==> src/rtl/mc_controller.sv <==
// Multicycle MIPS main controller: Moore FSM sequencing fetch/decode/execute/memory/writeback,
// with a memory-ready handshake and an illegal-opcode exception path.
module mc_controller #(
    parameter bit EXC_ON_BAD_FUNCT = 1'b0
) (
    input  logic       clk,
    input  logic       rst_n,
    input  logic [5:0] op,
    input  logic [5:0] funct,
    input  logic       zero,
    input  logic       mem_ready,
    output logic       pcen,
    output logic [2:0] pcsrc,
    output logic       iord,
    output logic       memwrite,
    output logic       irwrite,
    output logic       regwrite,
    output logic       regdst,
    output logic       memtoreg,
    output logic       alusrca,
    output logic [1:0] alusrcb,
    output logic [1:0] aluop,
    output logic       exc,
    output logic [3:0] state
);

    localparam logic [5:0] OP_LW    = 6'b100011;
    localparam logic [5:0] OP_SW    = 6'b101011;
    localparam logic [5:0] OP_RTYPE = 6'b000000;
    localparam logic [5:0] OP_BEQ   = 6'b000100;
    localparam logic [5:0] OP_BNE   = 6'b000101;
    localparam logic [5:0] OP_ADDI  = 6'b001000;
    localparam logic [5:0] OP_J     = 6'b000010;
    localparam logic [5:0] FN_JR    = 6'b001000;

    // R-type functions the datapath ALU implements: add, sub, and, or, slt.
    localparam int N_FUNCT = 5;
    localparam logic [5:0] SUPPORTED_FUNCT [N_FUNCT] = '{
        6'b100000, 6'b100010, 6'b100100, 6'b100101, 6'b101010
    };

    typedef enum logic [3:0] {
        S_FETCH   = 4'd0,
        S_DECODE  = 4'd1,
        S_MEMADR  = 4'd2,
        S_MEMRD   = 4'd3,
        S_MEMWB   = 4'd4,
        S_MEMWR   = 4'd5,
        S_RTYPEEX = 4'd6,
        S_RTYPEWB = 4'd7,
        S_BREX    = 4'd8,
        S_ADDIEX  = 4'd9,
        S_ADDIWB  = 4'd10,
        S_JEX     = 4'd11,
        S_JREX    = 4'd12,
        S_EXC     = 4'd13,
        S_ILL14   = 4'd14,
        S_ILL15   = 4'd15
    } state_t;

    state_t state_reg;
    state_t state_next;

    logic [N_FUNCT-1:0] funct_hit;
    logic               funct_ok;

    generate
        for (genvar gi = 0; gi < N_FUNCT; gi++) begin : g_funct
            assign funct_hit[gi] = (funct == SUPPORTED_FUNCT[gi]);
        end
    endgenerate

    assign funct_ok = |funct_hit;

    always_ff @(posedge clk) begin
        if (!rst_n) begin
            state_reg <= S_FETCH;
        end else begin
            state_reg <= state_next;
        end
    end

    always_comb begin
        state_next = S_FETCH;
        case (state_reg)
            S_FETCH:   state_next = mem_ready ? S_DECODE : S_FETCH;
            S_DECODE: begin
                case (op)
                    OP_LW, OP_SW: state_next = S_MEMADR;
                    OP_RTYPE: begin
                        if (funct == FN_JR)
                            state_next = S_JREX;
                        else if (EXC_ON_BAD_FUNCT && !funct_ok)
                            state_next = S_EXC;
                        else
                            state_next = S_RTYPEEX;
                    end
                    OP_BEQ, OP_BNE: state_next = S_BREX;
                    OP_ADDI:        state_next = S_ADDIEX;
                    OP_J:           state_next = S_JEX;
                    default:        state_next = S_EXC;
                endcase
            end
            S_MEMADR:  state_next = (op == OP_LW) ? S_MEMRD : S_MEMWR;
            S_MEMRD:   state_next = mem_ready ? S_MEMWB : S_MEMRD;
            S_MEMWB:   state_next = S_FETCH;
            S_MEMWR:   state_next = mem_ready ? S_FETCH : S_MEMWR;
            S_RTYPEEX: state_next = S_RTYPEWB;
            S_RTYPEWB: state_next = S_FETCH;
            S_BREX:    state_next = S_FETCH;
            S_ADDIEX:  state_next = S_ADDIWB;
            S_ADDIWB:  state_next = S_FETCH;
            S_JEX:     state_next = S_FETCH;
            S_JREX:    state_next = S_FETCH;
            S_EXC:     state_next = S_FETCH;
            default:   state_next = S_FETCH;
        endcase
    end

    always_comb begin
        pcen     = 1'b0;
        pcsrc    = 3'b000;
        iord     = 1'b0;
        memwrite = 1'b0;
        irwrite  = 1'b0;
        regwrite = 1'b0;
        regdst   = 1'b0;
        memtoreg = 1'b0;
        alusrca  = 1'b0;
        alusrcb  = 2'b00;
        aluop    = 2'b00;
        exc      = 1'b0;
        state    = state_reg;
        case (state_reg)
            S_FETCH: begin
                alusrcb = 2'b01;
                irwrite = mem_ready;
                pcen    = mem_ready;
            end
            S_DECODE: begin
                alusrcb = 2'b11;
            end
            S_MEMADR: begin
                alusrca = 1'b1;
                alusrcb = 2'b10;
            end
            S_MEMRD: begin
                iord = 1'b1;
            end
            S_MEMWB: begin
                memtoreg = 1'b1;
                regwrite = 1'b1;
            end
            S_MEMWR: begin
                iord     = 1'b1;
                memwrite = 1'b1;
            end
            S_RTYPEEX: begin
                alusrca = 1'b1;
                aluop   = 2'b10;
            end
            S_RTYPEWB: begin
                regdst   = 1'b1;
                regwrite = 1'b1;
            end
            S_BREX: begin
                alusrca = 1'b1;
                aluop   = 2'b01;
                pcsrc   = 3'b001;
                pcen    = (op == OP_BNE) ? ~zero : zero;
            end
            S_ADDIEX: begin
                alusrca = 1'b1;
                alusrcb = 2'b10;
            end
            S_ADDIWB: begin
                regwrite = 1'b1;
            end
            S_JEX: begin
                pcsrc = 3'b010;
                pcen  = 1'b1;
            end
            S_JREX: begin
                pcsrc = 3'b011;
                pcen  = 1'b1;
            end
            S_EXC: begin
                pcsrc = 3'b100;
                pcen  = 1'b1;
                exc   = 1'b1;
            end
            default: begin
            end
        endcase
        // Reset must suppress every strobe immediately, before the state register clears.
        if (!rst_n) begin
            pcen     = 1'b0;
            pcsrc    = 3'b000;
            iord     = 1'b0;
            memwrite = 1'b0;
            irwrite  = 1'b0;
            regwrite = 1'b0;
            regdst   = 1'b0;
            memtoreg = 1'b0;
            alusrca  = 1'b0;
            alusrcb  = 2'b00;
            aluop    = 2'b00;
            exc      = 1'b0;
            state    = 4'd0;
        end
    end

endmodule

==> config.mk <==
export PLATFORM = sky130hd
export DESIGN_NAME = mc_controller
export DESIGN_NICKNAME = d
export VERILOG_FILES = /design/src/rtl/mc_controller.sv
export SDC_FILE = /design/constraint.sdc
export NUM_CORES = 1
export LEC_CHECK = 0
export CORE_MARGIN = 10
export CORE_UTILIZATION = 35
export DETAILED_ROUTE_END_ITERATION = 16
export PLACE_DENSITY = 0.81
export SLEW_MARGIN = 20
export SYNTH_ARGS = -nofsm -noshare
export SYNTH_HDL_FRONTEND = slang
export SYNTH_SLANG_ARGS = --single-unit
==> constraint.sdc <==
create_clock -name clk -period 3.1 [get_ports clk]
set_input_delay 0.775 -clock clk [delete_from_list [all_inputs] [get_ports clk]]
set_output_delay 0.775 -clock clk [all_outputs]
set_load 0.02 [all_outputs]
==> flow_summary.toml <==
[outcome]
outcome = "completed"

[finish]
finish.net_count = 173
insertedDiodeCount = 0
mostFrequentLayoutCells = "18 x buf_4, 17 x clkdlybuf4s50_1, 13 x dlygate4sd2_1"
most_common_cell_after_layout_fill_and_taps_aside = "buf_4"
synthToLayoutAreaGrowth_pct = 76.7
stdcell_area_um2 = 1190
post_route_cells_drive_above_1_share_pct = 20.6
largest_reg_flops = 4

[logic_synthesis]
synth_area_leader_cell = "dfxtp_1"
synthesis.nets = 124
synth_top_area_share_pct = 11.9
synth.yosys.warnings = 0
top_post_synthesis_cells_by_area = "dfxtp_1 12%, nand2b_1 7.4%, nor2_1 6.1%"
ys_ff_latch = 4
synth_seq_area_share_pct = 11.9
synthesis.instances = 108
avgSynthCellArea_um2 = 6.22
unique_masters_post_synth = 37
netlist_area_um2 = 672

[clocking]
clk_transition_reported_paths_ns = 0.04
clockBufferDepth = 2
cts_tree = "built"
clockRootBuffer = "clkbuf_4"
post_cts_setup_inserts = 0
tritoncts.num_buffers = 3
holdBufCountCts = 0
cts_htree_levels = 1
insertion_delay_ns = 0.24
clock_sinks = 4

[drt]
route.detailed.wl_per_inst_um = 14.8
finalWirelength_mm = 2.66
dr_total_vias = 1017
antenna_violating_nets_post_route = 0
firstDrtPassIters = 4
drt_iter0_markers = 44
drt-vias-per-instance = 5.65
post_route_drc = 0

[place]
placement.io_buffers = 35
placed_area_um2 = 1150
place_congestion = 0.883
dp_hpwl_mm = 2.21

[global_route]
antenna_found_initial = 0
grt_overflow_total = 0
grt_start_max_net_pins = 19
grt_use_total_pct = 12.6
grt_first_pass_wirelength_mm = 4.33
first_global_vias = 986

[critical_path]
cp.arrival_ns = 2.26
worstReg2RegStart = "state_reg[0]"
crit_required_ns = 2.32
rrSetupSlack_ns = 1.35
regToRegEndpoint = "state_reg[0]"
worstPathMaxFanout = 5
timing.critical_path.from_type = "input pin"
timing.critical_path.slowest_cell_delay_ns = 0.62
path_common_cell = "clkdlybuf4s50_1"
cp_slowest_cell = "clkdlybuf4s50_1"
critPathCaptureType = "output pin"
path_cells = "clkdlybuf4s50_1, buf_4, o21a_1, clkdlybuf4s50_1"
worst_reg_to_reg_path_cell_count = 4
criticalPathCategory = "in2out"

[power]
power-per-cell-area_nw_per_um2 = 250
peakVddDrop_mv = 0.212
leakagePower_nw = 0.568

[timing]
maxClockFrequency_mhz = 329
finalSetupViolations = 0
final_period_util_pct = 98.0
worst_clock_skew_ns = 0.00180
hold_viol_final = 0
rsz_0062_raised_after_global_routing = "no"
slew_headroom_pct = 64.4
period_minus_slack_ns = 3.04
fin_tns_setup_ns = 0
worst_slew_pin_slew_ns = 0.534
timing.final.max_slew_violations = 0

[die]
die_height_um = 63.8
core_area_um2 = 1760
die_area_um2 = 4070
io_pins = 36
floorplan.initialDensity_pct = 38.1
chipWidth_um = 63.8
rows = 15

[run]
maxCapViolCount = 0

[worst_hold_path]
hold-path-endpoint = "state_reg[0]"
hold_path_class = "reg2reg"
holdPathStages = 1
startpoint_of_the_lowest_slack_hold_path = "state_reg[0]"
## worst max-delay path, delay by kind of cell
family	cells	cell delay, ns
buffers and inverters	3	1.38
AOI/OAI and AO/OA	1	0.11
## final cells by class
type                            instances  area (µm²)
Tap cell                               25        31.3
Multi-Input combinational cell         91         558
Sequential cell                         4        80.1
Timing Repair Buffer                   53         480
Inverter                                4        15.0
Fill cell                             174         577
Clock buffer                            3        22.5
## cells in the mapped netlist
cell type and instances:
a2111o_1 1, a211oi_2 1, a21oi_1 8, a22oi_1 1, a31oi_1 3, a32oi_1 1
and2_1 3, and3_1 1, clkbuf_1 9, dfxtp_1 4, inv_1 4, nand2_1 8
nand2b_1 8, nand3_1 1, nand3b_1 1, nand4_1 1, nor2_1 11, nor2b_1 4
nor3_1 7, nor3b_1 1, nor4_1 2, o21a_1 2, o21ai_0 8, o21ai_1 2
o22ai_1 1, o31ai_1 2, o31ai_2 1, o32a_2 1, o41ai_1 1, or2_2 1
or2_4 1, or3_1 2, or3b_2 1, or4_1 2, or4b_1 1, or4b_2 1
xor2_1 1
## how the worst max path moves through the flow
stage | startpoint | endpoint | slack [ns] | cells past startpoint
2_1_floorplan | rst_n | memtoreg | 0.43 | 5
3_3_place_gp | op[3] | pcen | -0.49 | 6
3_5_place_dp | op[3] | pcen | -0.55 | 6
4_1_cts | rst_n | pcsrc[0] | 0.03 | 4
5_1_grt | op[1] | pcen | 0.02 | 6
6_report | rst_n | alusrca | 0.06 | 4
## stage by stage
stage | cells | power [mW] | hold WS, ns | setup slack [ns] | util (%)
after detailed placement | 177 | 0.233 | 0.690 | -0.551 | 65.5
after floorplan | 108 | 0.152 | 0.627 | 0.435 | -
final | 180 | 0.297 | 0.720 | 0.0622 | 67.3
after global placement | 177 | 0.228 | 0.687 | -0.487 | 65.5
after CTS | 180 | 0.297 | 0.705 | 0.0335 | 65.9
after global routing | 180 | 0.318 | 0.748 | 0.0204 | 67.3
## power breakdown
| group | leakage [nW] | internal (mW) | switching [mW] |
|---|---|---|---|
| sequential | 0.0328 | 0.0565 | 0.0184 |
| combinational | 0.522 | 0.0785 | 0.0781 |
| clock | 0.0138 | 0.0433 | 0.0220 |
## cell families after synthesis
family / synth area share (%)
compound gates: 32.4
xor+xnor: 1.30
buf+inv: 7.26
flops: 11.9
simple gates: 47.1
## what timing repair did
item / 4_1_cts / 5_1_grt
setup endpoints to repair: 12 / 5
resized for setup: 19 / 7
pin swaps: 2 / 0
hold endpoints to repair: 0 / 0
## routing by layer
metal  vias to the layer above  routed length [µm]  GRT usage (%)
met2                        56                1380           22.4
li1                        489                   -              -
met3                         8                 219           3.48
met4                         0                  55           6.28
met5                         -                   0              0
met1                       464                1010           13.2
Power figures use the tool's default switching activity.
==> edit: new RTL, same flow settings <==
Make the reset (`rst_n`) asynchronous in one clocked block.
--- a/src/rtl/mc_controller.sv
+++ b/src/rtl/mc_controller.sv
@@ -74,3 +74,3 @@
 
-    always_ff @(posedge clk) begin
+    always_ff @(posedge clk or negedge rst_n) begin
         if (!rst_n) begin
Check against the original RTL: same outputs for any inputs over 10 cycles, from zero or initial values and one cycle with rst_n low; that may be too few to reach the edited logic, so the function may still have changed.
==> edit against the original RTL <==
  * First-iteration DRC count fell by 61%
  * Setup slack improved by 2.8 ps
  * Synthesized area shrank 1.1%
  * Non-clock buffer count did not move
  * Core utilization rose by 0.14 points
  * Sequential cell count unchanged
  * Wire length decreased by 6.5%
  * Cell area rose by 0.21%
Power is not compared: it rests on default switching activity, and its combinational part moved more than twofold at a synthesized area within 25%.
==> edit: results (changes against the original RTL) <==
Hold path
  – HP Start: state_reg[1]$_DFF_PN0_
  – Hold Path End: state_reg[3]$_DFF_PN0_
  – Worst hold path depth: 2 (+1)

Setup path
  – Cells on worst reg2reg path: 5 (+1)
  – Worst R2R End: state_reg[1]$_DFF_PN0_
  – Max FO, Critical Path: 4 (-1)
  – RR Startpoint: state_reg[1]$_DFF_PN0_
  – Reg-to-reg slack, setup: 1460 ps (+110 ps)
  – CP endpoint: regdst

Synthesis
  – Post-synth ARST share: 1.00 (+1.00)
  – Xor/xnor share of the synthesized area: 0.0132 (+0.000147)
  – Syn avg cell area: 6.58 um2 (+5.7%)
  – Syn. warnings: 0 (unchanged)
  – Top cells by instance count after synthesis: 16 x nor2_1, 8 x a21oi_1, 7 x nand2_1, 6 x o21ai_0
  – Synth Area in Compound Gates: 0.232 (-0.0924)
  – Mux cell area share after synthesis: 0.0151 (+0.0151)
  – Main synth FF type: dfrtp_1
  – Top post-synthesis cells by area: dfrtp_1 15%, nor2_1 9.0%, a21oi_1 6.0%
  – Syn Nets: 117 (-5.6%)
  – Seq/Total Area, Yosys: 0.151 (+0.0315)
  – Number of library cell types mapped by synthesis: 38 (+2.7%)

Global routing
  – Largest net degree at the start of global routing: 18 (-1)
  – Vias in the first global route: 947 (-4.0%)
  – GRT Total Usage: 0.120 (-0.00580)
  – First-pass GRT wire length: 4080 um (-5.9%)

Place
  – Hpwl dp: 2010 um (-8.8%)
  – Gp weighted congestion: 0.865 (-2.1%)
  – Cells after DPL: 172 (-2.8%)
  – PortBufs: 35 (unchanged)

STA
  – WHS: 758 ps (+37.3 ps)
  – Clk_skew: 1.07 ps (-0.735 ps)
  – Slew HR: 0.802 (+0.159)

Layout
  – Fin cells: 175 (-2.8%)
  – Layout cells sized above 1: 0.187 (-0.0198)

Route
  – DRC marker count from the first detailed-route iteration: 17 (-61%)
  – WL per Instance: 14.2 um (-3.9%)
  – Vias: 936 (-8.0%)

Clock tree
  – Post-cts repair resize count: 9 (-10)
  – H-tree lvl count: 1 (unchanged)
  – Clock transition at path regs: 40 ps (about the same)

Run status
  – Status: finished, final reports clean
## edit: tightest hold or removal path: cells and delay by family (launching register included)
kind	cells	cell delay [ps]
simple gates	2	300
flops	1	410
## edit: per-stage QoR
step                      worst slack (ps)  area (um2)
after global routing                  14.5        1190
after floorplan                        481         664
after detailed placement              -438        1150
final                                 65.0        1190
after global placement                -416        1150
after CTS                             1.85        1160
## edit: layout make-up
class	count	area [um2]	area share
well taps	25	31.3	0.0263
repair buffers	53	494	0.415
multi-input cells	85	523	0.440
inverters	5	18.8	0.0158
clock buffers	3	22.5	0.0189
flip-flops and latches	4	100	0.0841
## edit: report_power, final
group	switching [mW]	internal, mW	total [mW]
logic	0.320	0.255	0.575
clock network	0.0247	0.0435	0.0683
registers	0.0323	0.0757	0.108
## edit: metal layers
layer	wire length [um]	global-route usage	up-vias
met2	1210	0.215	41
met4	48	0.0820	0
li1	-	-	465
met1	1040	0.116	426
met5	0	0	-
met3	187	0.0336	4
